File: src/rtl/evm_pkg.sv
// Shared definitions for the evm result reader: FSM states, frame header and selector codes.
// The CSUM state exists only when EVM_READER_CHECKSUM_EN is defined.
package evm_pkg;

   localparam int unsigned EVM_COUNT_W = 7;
   localparam int unsigned EVM_BYTE_W  = 8;

   localparam logic [EVM_BYTE_W-1:0] EVM_FRAME_HDR = 8'hA5;

   localparam logic [1:0] EVM_SEL_NONE = 2'b00;
   localparam logic [1:0] EVM_SEL_C1   = 2'b01;
   localparam logic [1:0] EVM_SEL_C2   = 2'b10;
   localparam logic [1:0] EVM_SEL_C3   = 2'b11;

   typedef enum logic [3:0] {
      ST_IDLE,
      ST_WAIT_DONE,
      ST_HDR,
      ST_SEL,
      ST_EMIT,
      ST_WSEL,
      ST_WEMIT,
`ifdef EVM_READER_CHECKSUM_EN
      ST_CSUM,
`endif
      ST_DONE
   } evm_rd_state_t;

   function automatic logic [EVM_BYTE_W-1:0] evm_count_byte(
      input logic                   invalid,
      input logic [EVM_COUNT_W-1:0] count
   );
      return {invalid, count};
   endfunction

   function automatic logic [EVM_BYTE_W-1:0] evm_winner_byte(input logic [1:0] id);
      return {6'b00_0000, id};
   endfunction

endpackage

File: src/rtl/evm_rpt_out.sv
// Frame byte output register: holds valid/data under backpressure and, when
// EVM_READER_CHECKSUM_EN is defined, keeps the running XOR of accepted bytes.
module evm_rpt_out
   import evm_pkg::*;
(
   input  logic                  clk,
   input  logic                  rst,
   input  logic                  load_i,
`ifdef EVM_READER_CHECKSUM_EN
   input  logic                  load_csum_i,
`endif
   input  logic                  flush_i,
   input  logic [EVM_BYTE_W-1:0] data_i,
   input  logic                  rpt_ready_i,
   output logic                  rpt_valid_o,
   output logic [EVM_BYTE_W-1:0] rpt_data_o
);

   logic                  valid_q, valid_d;
   logic [EVM_BYTE_W-1:0] data_q, data_d;
   logic                  hs;

   assign hs = valid_q && rpt_ready_i;

`ifdef EVM_READER_CHECKSUM_EN
   logic [EVM_BYTE_W-1:0] csum_q, csum_d;

   // The checksum byte is loaded on the winner handshake, so it must already include the winner.
   always_comb begin
      csum_d = csum_q;
      if (flush_i) begin
         csum_d = '0;
      end else if (hs) begin
         csum_d = csum_q ^ data_q;
      end
   end
`endif

   always_comb begin
      // NOTE: defaults first so no path leaves a variable unassigned and infers a latch.
      valid_d = valid_q;
      data_d  = data_q;
      if (load_i) begin
         valid_d = 1'b1;
         data_d  = data_i;
`ifdef EVM_READER_CHECKSUM_EN
         if (load_csum_i) begin
            data_d = csum_d;
         end
`endif
      end else if (flush_i || hs) begin
         valid_d = 1'b0;
      end
   end

   always_ff @(posedge clk) begin
      if (rst) begin
         valid_q <= 1'b0;
         data_q  <= '0;
`ifdef EVM_READER_CHECKSUM_EN
         csum_q  <= '0;
`endif
      end else begin
         valid_q <= valid_d;
         data_q  <= data_d;
`ifdef EVM_READER_CHECKSUM_EN
         csum_q  <= csum_d;
`endif
      end
   end

   assign rpt_valid_o = valid_q;
   assign rpt_data_o  = data_q;

endmodule

File: src/rtl/evm_result_reader.sv
// Readout controller for the evm result interface: walks the display selectors and streams
// a byte frame over valid/ready. EVM_READER_CHECKSUM_EN appends an XOR checksum byte.
module evm_result_reader
   import evm_pkg::*;
#(
   parameter int unsigned NUM_CANDIDATES = 3,
   parameter int unsigned SETTLE_CYCLES  = 2
) (
   input  logic                   clk,
   input  logic                   rst,
   input  logic                   start,
   input  logic                   voting_done,
   input  logic [EVM_COUNT_W-1:0] results,
   input  logic                   invalid_results,
   input  logic [1:0]             candidate_name,
   output logic [1:0]             display_results,
   output logic                   display_winner,
   output logic                   rpt_valid,
   input  logic                   rpt_ready,
   output logic [EVM_BYTE_W-1:0]  rpt_data,
   output logic                   busy,
   output logic                   frame_done,
   output logic                   abort
);

   localparam int unsigned CNT_W    = $clog2(SETTLE_CYCLES + 1);
   localparam logic [1:0]  LAST_SEL = 2'(NUM_CANDIDATES);

   evm_rd_state_t         state_q;
   logic [1:0]            sel_q;
   logic                  win_q;
   logic [CNT_W-1:0]      cnt_q;
   logic                  busy_q;
   logic                  frame_done_q;
   logic                  abort_q;

   logic                  hs;
   logic                  settle_end;
   logic                  in_frame;
   logic                  abort_now;
   logic                  load;
   logic                  load_csum;
   logic                  flush;
   logic [EVM_BYTE_W-1:0] load_data;

   assign hs         = rpt_valid && rpt_ready;
   assign settle_end = (cnt_q == CNT_W'(1));

   always_comb begin
      in_frame = 1'b0;
      case (state_q)
         ST_HDR, ST_SEL, ST_EMIT, ST_WSEL, ST_WEMIT: in_frame = 1'b1;
`ifdef EVM_READER_CHECKSUM_EN
         ST_CSUM:                                    in_frame = 1'b1;
`endif
         default:                                    in_frame = 1'b0;
      endcase
   end

   assign abort_now = in_frame && !voting_done;

   // Output-register commands; an abort suppresses any load in the same cycle.
   always_comb begin
      load      = 1'b0;
      load_csum = 1'b0;
      flush     = abort_now;
      load_data = EVM_FRAME_HDR;
      if (!abort_now) begin
         case (state_q)
            ST_WAIT_DONE: begin
               load  = voting_done;
               flush = voting_done;
            end
            ST_SEL: begin
               load      = settle_end;
               load_data = evm_count_byte(invalid_results, results);
            end
            ST_WSEL: begin
               load      = settle_end;
               load_data = evm_winner_byte(candidate_name);
            end
`ifdef EVM_READER_CHECKSUM_EN
            ST_WEMIT: begin
               load      = hs;
               load_csum = hs;
            end
`endif
            default: ;
         endcase
      end
   end

   // NOTE: every register here uses <= so all of them update together from the old values.
   always_ff @(posedge clk) begin
      if (rst) begin
         state_q      <= ST_IDLE;
         sel_q        <= EVM_SEL_NONE;
         win_q        <= 1'b0;
         cnt_q        <= '0;
         busy_q       <= 1'b0;
         frame_done_q <= 1'b0;
         abort_q      <= 1'b0;
      end else begin
         frame_done_q <= 1'b0;
         abort_q      <= 1'b0;
         if (abort_now) begin
            state_q <= ST_IDLE;
            sel_q   <= EVM_SEL_NONE;
            win_q   <= 1'b0;
            busy_q  <= 1'b0;
            abort_q <= 1'b1;
         end else begin
            case (state_q)
               ST_IDLE: begin
                  if (start) begin
                     state_q <= ST_WAIT_DONE;
                     busy_q  <= 1'b1;
                  end
               end
               ST_WAIT_DONE: begin
                  if (voting_done) begin
                     state_q <= ST_HDR;
                  end
               end
               ST_HDR: begin
                  if (hs) begin
                     state_q <= ST_SEL;
                     sel_q   <= EVM_SEL_C1;
                     cnt_q   <= CNT_W'(SETTLE_CYCLES);
                  end
               end
               ST_SEL: begin
                  if (settle_end) begin
                     state_q <= ST_EMIT;
                  end else begin
                     cnt_q <= cnt_q - CNT_W'(1);
                  end
               end
               ST_EMIT: begin
                  if (hs) begin
                     cnt_q <= CNT_W'(SETTLE_CYCLES);
                     if (sel_q == LAST_SEL) begin
                        state_q <= ST_WSEL;
                        sel_q   <= EVM_SEL_NONE;
                        win_q   <= 1'b1;
                     end else begin
                        state_q <= ST_SEL;
                        sel_q   <= sel_q + 2'd1;
                     end
                  end
               end
               ST_WSEL: begin
                  if (settle_end) begin
                     state_q <= ST_WEMIT;
                  end else begin
                     cnt_q <= cnt_q - CNT_W'(1);
                  end
               end
               ST_WEMIT: begin
                  if (hs) begin
`ifdef EVM_READER_CHECKSUM_EN
                     state_q <= ST_CSUM;
`else
                     state_q <= ST_DONE;
`endif
                  end
               end
`ifdef EVM_READER_CHECKSUM_EN
               ST_CSUM: begin
                  if (hs) begin
                     state_q <= ST_DONE;
                  end
               end
`endif
               ST_DONE: begin
                  state_q      <= ST_IDLE;
                  sel_q        <= EVM_SEL_NONE;
                  win_q        <= 1'b0;
                  busy_q       <= 1'b0;
                  frame_done_q <= 1'b1;
               end
               default: begin
                  state_q <= ST_IDLE;
                  sel_q   <= EVM_SEL_NONE;
                  win_q   <= 1'b0;
                  busy_q  <= 1'b0;
               end
            endcase
         end
      end
   end

   evm_rpt_out u_rpt_out (
      .clk         (clk),
      .rst         (rst),
      .load_i      (load),
`ifdef EVM_READER_CHECKSUM_EN
      .load_csum_i (load_csum),
`endif
      .flush_i     (flush),
      .data_i      (load_data),
      .rpt_ready_i (rpt_ready),
      .rpt_valid_o (rpt_valid),
      .rpt_data_o  (rpt_data)
   );

`ifndef EVM_READER_CHECKSUM_EN
   logic unused_load_csum;
   assign unused_load_csum = load_csum;
`endif

   assign display_results = sel_q;
   assign display_winner  = win_q;
   assign busy            = busy_q;
   assign frame_done      = frame_done_q;
   assign abort           = abort_q;

endmodule
File: config.mk
export PLATFORM = sky130hd
export DESIGN_NAME = evm_result_reader
export DESIGN_NICKNAME = d
export VERILOG_FILES = /design/src/rtl/evm_pkg.sv /design/src/rtl/evm_rpt_out.sv /design/src/rtl/evm_result_reader.sv
export SDC_FILE = /design/constraint.sdc
export NUM_CORES = 1
export LEC_CHECK = 0
export CAP_MARGIN = 20
export CORE_MARGIN = 2
export CORE_UTILIZATION = 40
export CTS_BUF_LIST = sky130_fd_sc_hd__clkbuf_8 sky130_fd_sc_hd__clkbuf_16
export DETAILED_ROUTE_END_ITERATION = 8
export GPL_TIMING_DRIVEN = 0
export HOLD_SLACK_MARGIN = 0.03
export MAX_ROUTING_LAYER = met4
export PLACE_DENSITY = 0.69
export RECOVER_POWER = 50
export SLEW_MARGIN = 10
export SYNTH_ARGS = -nofsm -noshare
export SYNTH_HDL_FRONTEND = slang
export SYNTH_SLANG_ARGS = --single-unit
File: constraint.sdc
create_clock -name clk -period 3.5 [get_ports clk]
set_clock_uncertainty 0.05 [all_clocks]
set_input_delay 0.525 -clock clk [delete_from_list [all_inputs] [get_ports clk]]
set_output_delay 0.525 -clock clk [all_outputs]
set_load 0.005 [all_outputs]
## Word level (Yosys, flattened, before mapping)

Cells that the tools add are included.

- Add/subtract/negate cells: 2
- Equal/unequal tests: 19
- Mux-type cells: 32
- Bitwise logic cells: 4
- Reduce and logical (&&, ||, !) cells: 19

Operators by type and width:

| cell | number |
|---|---|
| two-way mux 4 bit | 7 |
| one-hot mux 4 bit (7 select lines) | 1 |
| equality test 4 x 3 -> 1 bit, second input constant | 4 |
| one-hot mux 8 bit (2 select lines) | 1 |
| inequality test 2 bit, second input constant | 6 |
| OR reduction 6 bit | 2 |
| two-way mux 1 bit | 11 |
| two-way mux 2 bit | 5 |
| OR reduction 5 bit | 2 |
| equality test 4 x 2 -> 1 bit, second input constant | 2 |
| two-way mux 8 bit | 1 |
| inequality test 2 x 1 -> 1 bit, second input constant | 4 |
| AND reduction 7 bit | 1 |
| one-hot mux 1 bit (2 select lines) | 3 |
| one-hot mux 2 bit (3 select lines) | 1 |
| AND reduction 3 bit | 2 |
| OR reduction 2 bit | 3 |
| equality test 4 x 1 -> 1 bit, second input constant | 1 |
| zero test 4 bit | 1 |
| inverter 1 bit | 4 |
| one-hot mux 2 bit (2 select lines) | 1 |
| AND reduction 4 bit | 1 |
| nonzero test 2 bit | 2 |
| two-way mux 3 bit | 1 |
| other kinds (8) | 9 |

- Register bits after elaboration: 21
- Logic and storage cells: 85

## Logic depth before layout (Yosys ltp)

- Depth after elaboration: 8
- Mapped depth: 7

## Hierarchy

Synthesis repeated with hierarchy kept, for this count alone.

- Cell total of the unflattened synthesis: 129
- Area total of the unflattened synthesis: 1109.8 µm²

Modules (own cells, without submodules):

| module | times used | cells an instance | area each (µm²) | seq. area each (µm²) |
|---|---|---|---|---|
| evm_result_reader | 1 | 99 | 787.0 | 220.2 |
| evm_rpt_out | 1 | 30 | 322.8 | 180.2 |

## Worst setup path before layout

Ideal clock, no wire load.

- Path kind: register to register
- Start: register cnt_q[0]
- End: register u_rpt_out.data_q[0], in the netlist u_rpt_out.rpt_data_o[0]
- Library setup time: 0.088 ns
- Arrival: 1.383 ns
- Required time: 3.362 ns
- Path slack: 1.979 ns
- Cell stages (with the launch flop): 7
- Cell sequence: dfxtp_1 -> ha_1 -> a21bo_2 -> a21oi_4 -> buf_6 -> nor2_1 -> a311oi_2

- Longest elaborated chain between the ends: 3

Ends and longest elaborated chain:

| element | line | text |
|---|---|---|
| from (decl) | evm_result_reader.sv:32 | `logic [CNT_W-1:0] cnt_q;` |
| from (signal assigned) | evm_result_reader.sv:129 | `cnt_q <= CNT_W'(SETTLE_CYCLES);` |
| from (signal assigned) | evm_result_reader.sv:136 | `cnt_q <= cnt_q - CNT_W'(1);` |
| from (signal assigned) | evm_result_reader.sv:141 | `cnt_q <= CNT_W'(SETTLE_CYCLES);` |
| equality test 2 x 1 -> 1 bit | evm_result_reader.sv:47 | `assign settle_end = (cnt_q == CNT_W'(1));` |
| one-hot mux 1 bit (2 select lines) | evm_result_reader.sv:69 | `case (state_q)` |
| two-way mux 1 bit | evm_result_reader.sv:68 | `if (!abort_now) begin` |
| to (signal assigned) | evm_rpt_out.sv:65 | `data_q <= data_d;` |
| to (decl) | evm_rpt_out.sv:20 | `logic [EVM_BYTE_W-1:0] data_q, data_d;` |

Every way passes these cells.
A chain may end at the register's enable or synchronous reset.

## Final worst setup path

- Start: input voting_done
- End: register u_rpt_out.data_q[0], in the netlist u_rpt_out.rpt_data_o[0]

- Longest elaborated chain between the ends: 3
- Elaborated cells on any way between the ends: 5

Ends and longest elaborated chain:

| element | line | text |
|---|---|---|
| from (decl) | evm_result_reader.sv:12 | `input logic voting_done,` |
| branches (longest 3 deep; another with one-hot mux 1 bit (2 select lines)) | n/a |  |

Parallel ways; which one is timed is not known.

==> results by group <==
Run status
  • Outcome: finished, final reports clean

Floorplan
  • Boundary Pins: 30
  • Die height: 55.99 microns
  • Row cnt: 18
  • Die Area: 0.003134 sq mm
  • Die Wd: 55.99 microns
  • Initial core utilization: 42.86%
  • Core area: 0.002522 sq mm

Critical path
  • Worst Setup End Kind: flop
  • CP Cell Sequence: dlygate4sd3_1, nand2_1, a21oi_1, buf_6, nor2_1, a311oi_2
  • CP Max Fanout: 10
  • Data required, critical path: 3.63 ns
  • Worst setup SP type: input port
  • CP arrival: 2.06 ns
  • CP max stage delay: 0.65 ns
  • Cells on worst reg2reg path: 6
  • Kind of critical path: in -> reg
  • Crit-path slowest cell: dlygate4sd3_1

Routing
  • DR pass1 iterations: 4
  • Met3 wire length: 157 microns
  • DRC: 0
  • WL final: 2.541 mm
  • Metal-1 WL: 1.209 mm
  • Wirelength per Cell: 13.66 microns
  • Highest routed metal layer: met4
  • WL met2: 1.140 mm
  • Initial DRC Count: 16
  • Routed vias: 998
  • Antenna-violating nets left: 0
  • Vias/cell: 5.366

Timing
  • TNS Setup: 0 ns
  • Final hold violations: 0
  • Count of final max-slew check failures: 0
  • Final setup vio count: 0
  • Slew HR: 66.86%
  • Max Freq: 0.5171 GHz
  • Min Tclk post-route: 1.934 ns
  • Worst slew pin tran: 0.4960 ns
  • Fin crit share: 55.26%
  • Unrepaired setup endpoints after global routing: no

CTS
  • Clk pin slew, worst setup/hold paths: 0.07 ns
  • CTS buffer count: 3
  • H-tree Lvls: 1
  • Clock latency on the worst-skew pair: 0.26 ns
  • CTS resizes: 0
  • CTS Hold Buffers Added: 0
  • CTS tree: done
  • Clk buf depth: 2
  • Sink Count: 20
  • Post-CTS setup buffers: 0
  • Root Driver: clkbuf_8

Flow run
  • Max cap viols: 0

Placement
  • PortBufs: 29
  • DP Cell Count: 182
  • Post-DP HPWL: 1.892 mm
  • Routability Congestion: 0.8143

Finish
  • Most frequent cells in the layout: 20 x dfxtp_1, 16 x clkdlybuf4s50_1, 14 x a21oi_1
  • Commonest non-fill, non-tap cell in the layout: dfxtp_1
  • Layout area overhead: 34.37%
  • Share of layout cells above drive strength 1: 10.90%
  • Fill cells: 245
  • Non-Filler Instances: 186
  • Fin nets: 174
  • N_diodes: 0

Logic synthesis
  • Syn_nets: 140
  • Main synth FF type: dfxtp_1
  • Seq cells post-synth: 20
  • Seq/Total Area, Yosys: 37.04%
  • Asr flop ratio synth: 0%
  • Number of synthesized flops with an enable pin: 0
  • Post-Synthesis Cells: 123
  • Synth cell types: 40
  • Avg Cell Area, Syn: 8.789 sq um
  • Synth warn: 0
  • Netlist Area Pre-Place: 0.001081 sq mm

Power and ir drop
  • VDD IR-drop max: 0.3351 mV
  • Lkg Pwr: 0.0005391 uW
  • Pwr dens: 391.2 mW/mm^2

Global route
  • Largest net degree at the start of global routing: 12
  • Initial antenna violation count: 0
  • First-pass GRT wire length: 4.381 mm
  • GRT overflow: 0
  • Vias in the first global route: 969
  • All-Layer GR Usage: 18.10%

Worst hold path
  • Hold Path Class: reg -> reg
  • WHS Path Cells: 2
logic make-up after synthesis:
family	after synthesis	synth area share, %
adders and majority gates	2	2.314
buffers and inverters	14	7.986
AOI/OAI and AO/OA	39	27.78
xor gates and xnor gates	2	3.357
DFF	20	37.04
and+or+nand+nor	46	21.53
cells in the mapped netlist (2+ instances only):
cell type	n	area share, %
buf_2	3	1.4
nor2_1	11	3.8
inv_1	5	1.7
nor3_1	7	3.2
nand2_1	8	2.8
o21ai_0	2	0.93
a21oi_1	13	6.0
nand4_1	2	1.2
dfxtp_1	20	37
ha_1	2	2.3
clkbuf_1	2	0.69
nand3b_1	3	2.1
buf_6	4	4.2
nand3_1	5	2.3
a211oi_1	4	2.8
nand2b_1	5	2.9
o21a_1	4	2.8
per-stage QoR:
step / worst slack, ns / power [uW] / utilization (%) / instance area, sq um / hold slack, ns
2_1_floorplan: 1.979 / 348.4 / - / 1081 / 0.3935
3_3_place_gp: 1.433 / 400.4 / 55.85 / 1409 / 0.4048
3_5_place_dp: 1.424 / 402.2 / 55.85 / 1409 / 0.4068
4_1_cts: 1.676 / 579.3 / 58.04 / 1464 / 0.4192
5_1_grt: 1.443 / 599.8 / 57.59 / 1453 / 0.4306
6_report: 1.566 / 568.3 / 57.59 / 1453 / 0.4152
state kept, by name, indices dropped and copies added (netlist names):
register               cells
frame_done                 1
state_q                    3
u_rpt_out.rpt_valid_o      1
display_winner             1
display_results            2
abort                      1
u_rpt_out.rpt_data_o       8
busy                       1
cnt_q                      2
area by class of cell:
type	instances	area (sq um)	share of cell area [%]
repair buffers	29	290.3	19.98
inverters	5	18.77	1.292
well taps	30	37.54	2.584
flip-flops and latches	20	400.4	27.56
plain buffers	9	67.56	4.651
multi-input cells	89	583.1	40.14
clock buffers	4	55.05	3.790
worst max-delay path, delay by kind of cell:
kind	cells	cell delay, ns
buf+inv	2	0.84
compound gates	2	0.51
simple gates	2	0.18
per-layer routing:
layer | vias to the layer above | GRT usage, %
met3 | 5 | 5.814
li1 | 510 | -
met2 | 33 | 29.58
met4 | 0 | 5.442
met5 | - | -
met1 | 450 | 21.20
final timing paths:
kind | from | to | slack, ns
min reg2reg | u_rpt_out.rpt_data_o[3] | u_rpt_out.rpt_data_o[3] | 0.42
max reg2reg | cnt_q[0] | u_rpt_out.rpt_data_o[0] | 1.67
max | voting_done | u_rpt_out.rpt_data_o[0] | 1.57
min | u_rpt_out.rpt_data_o[3] | u_rpt_out.rpt_data_o[3] | 0.42
power by group:
group          switching (uW)  internal, uW
Clock                    76.4           100
Sequential               6.70           240
Combinational            74.9          69.6
Power figures use the tool's default switching activity.
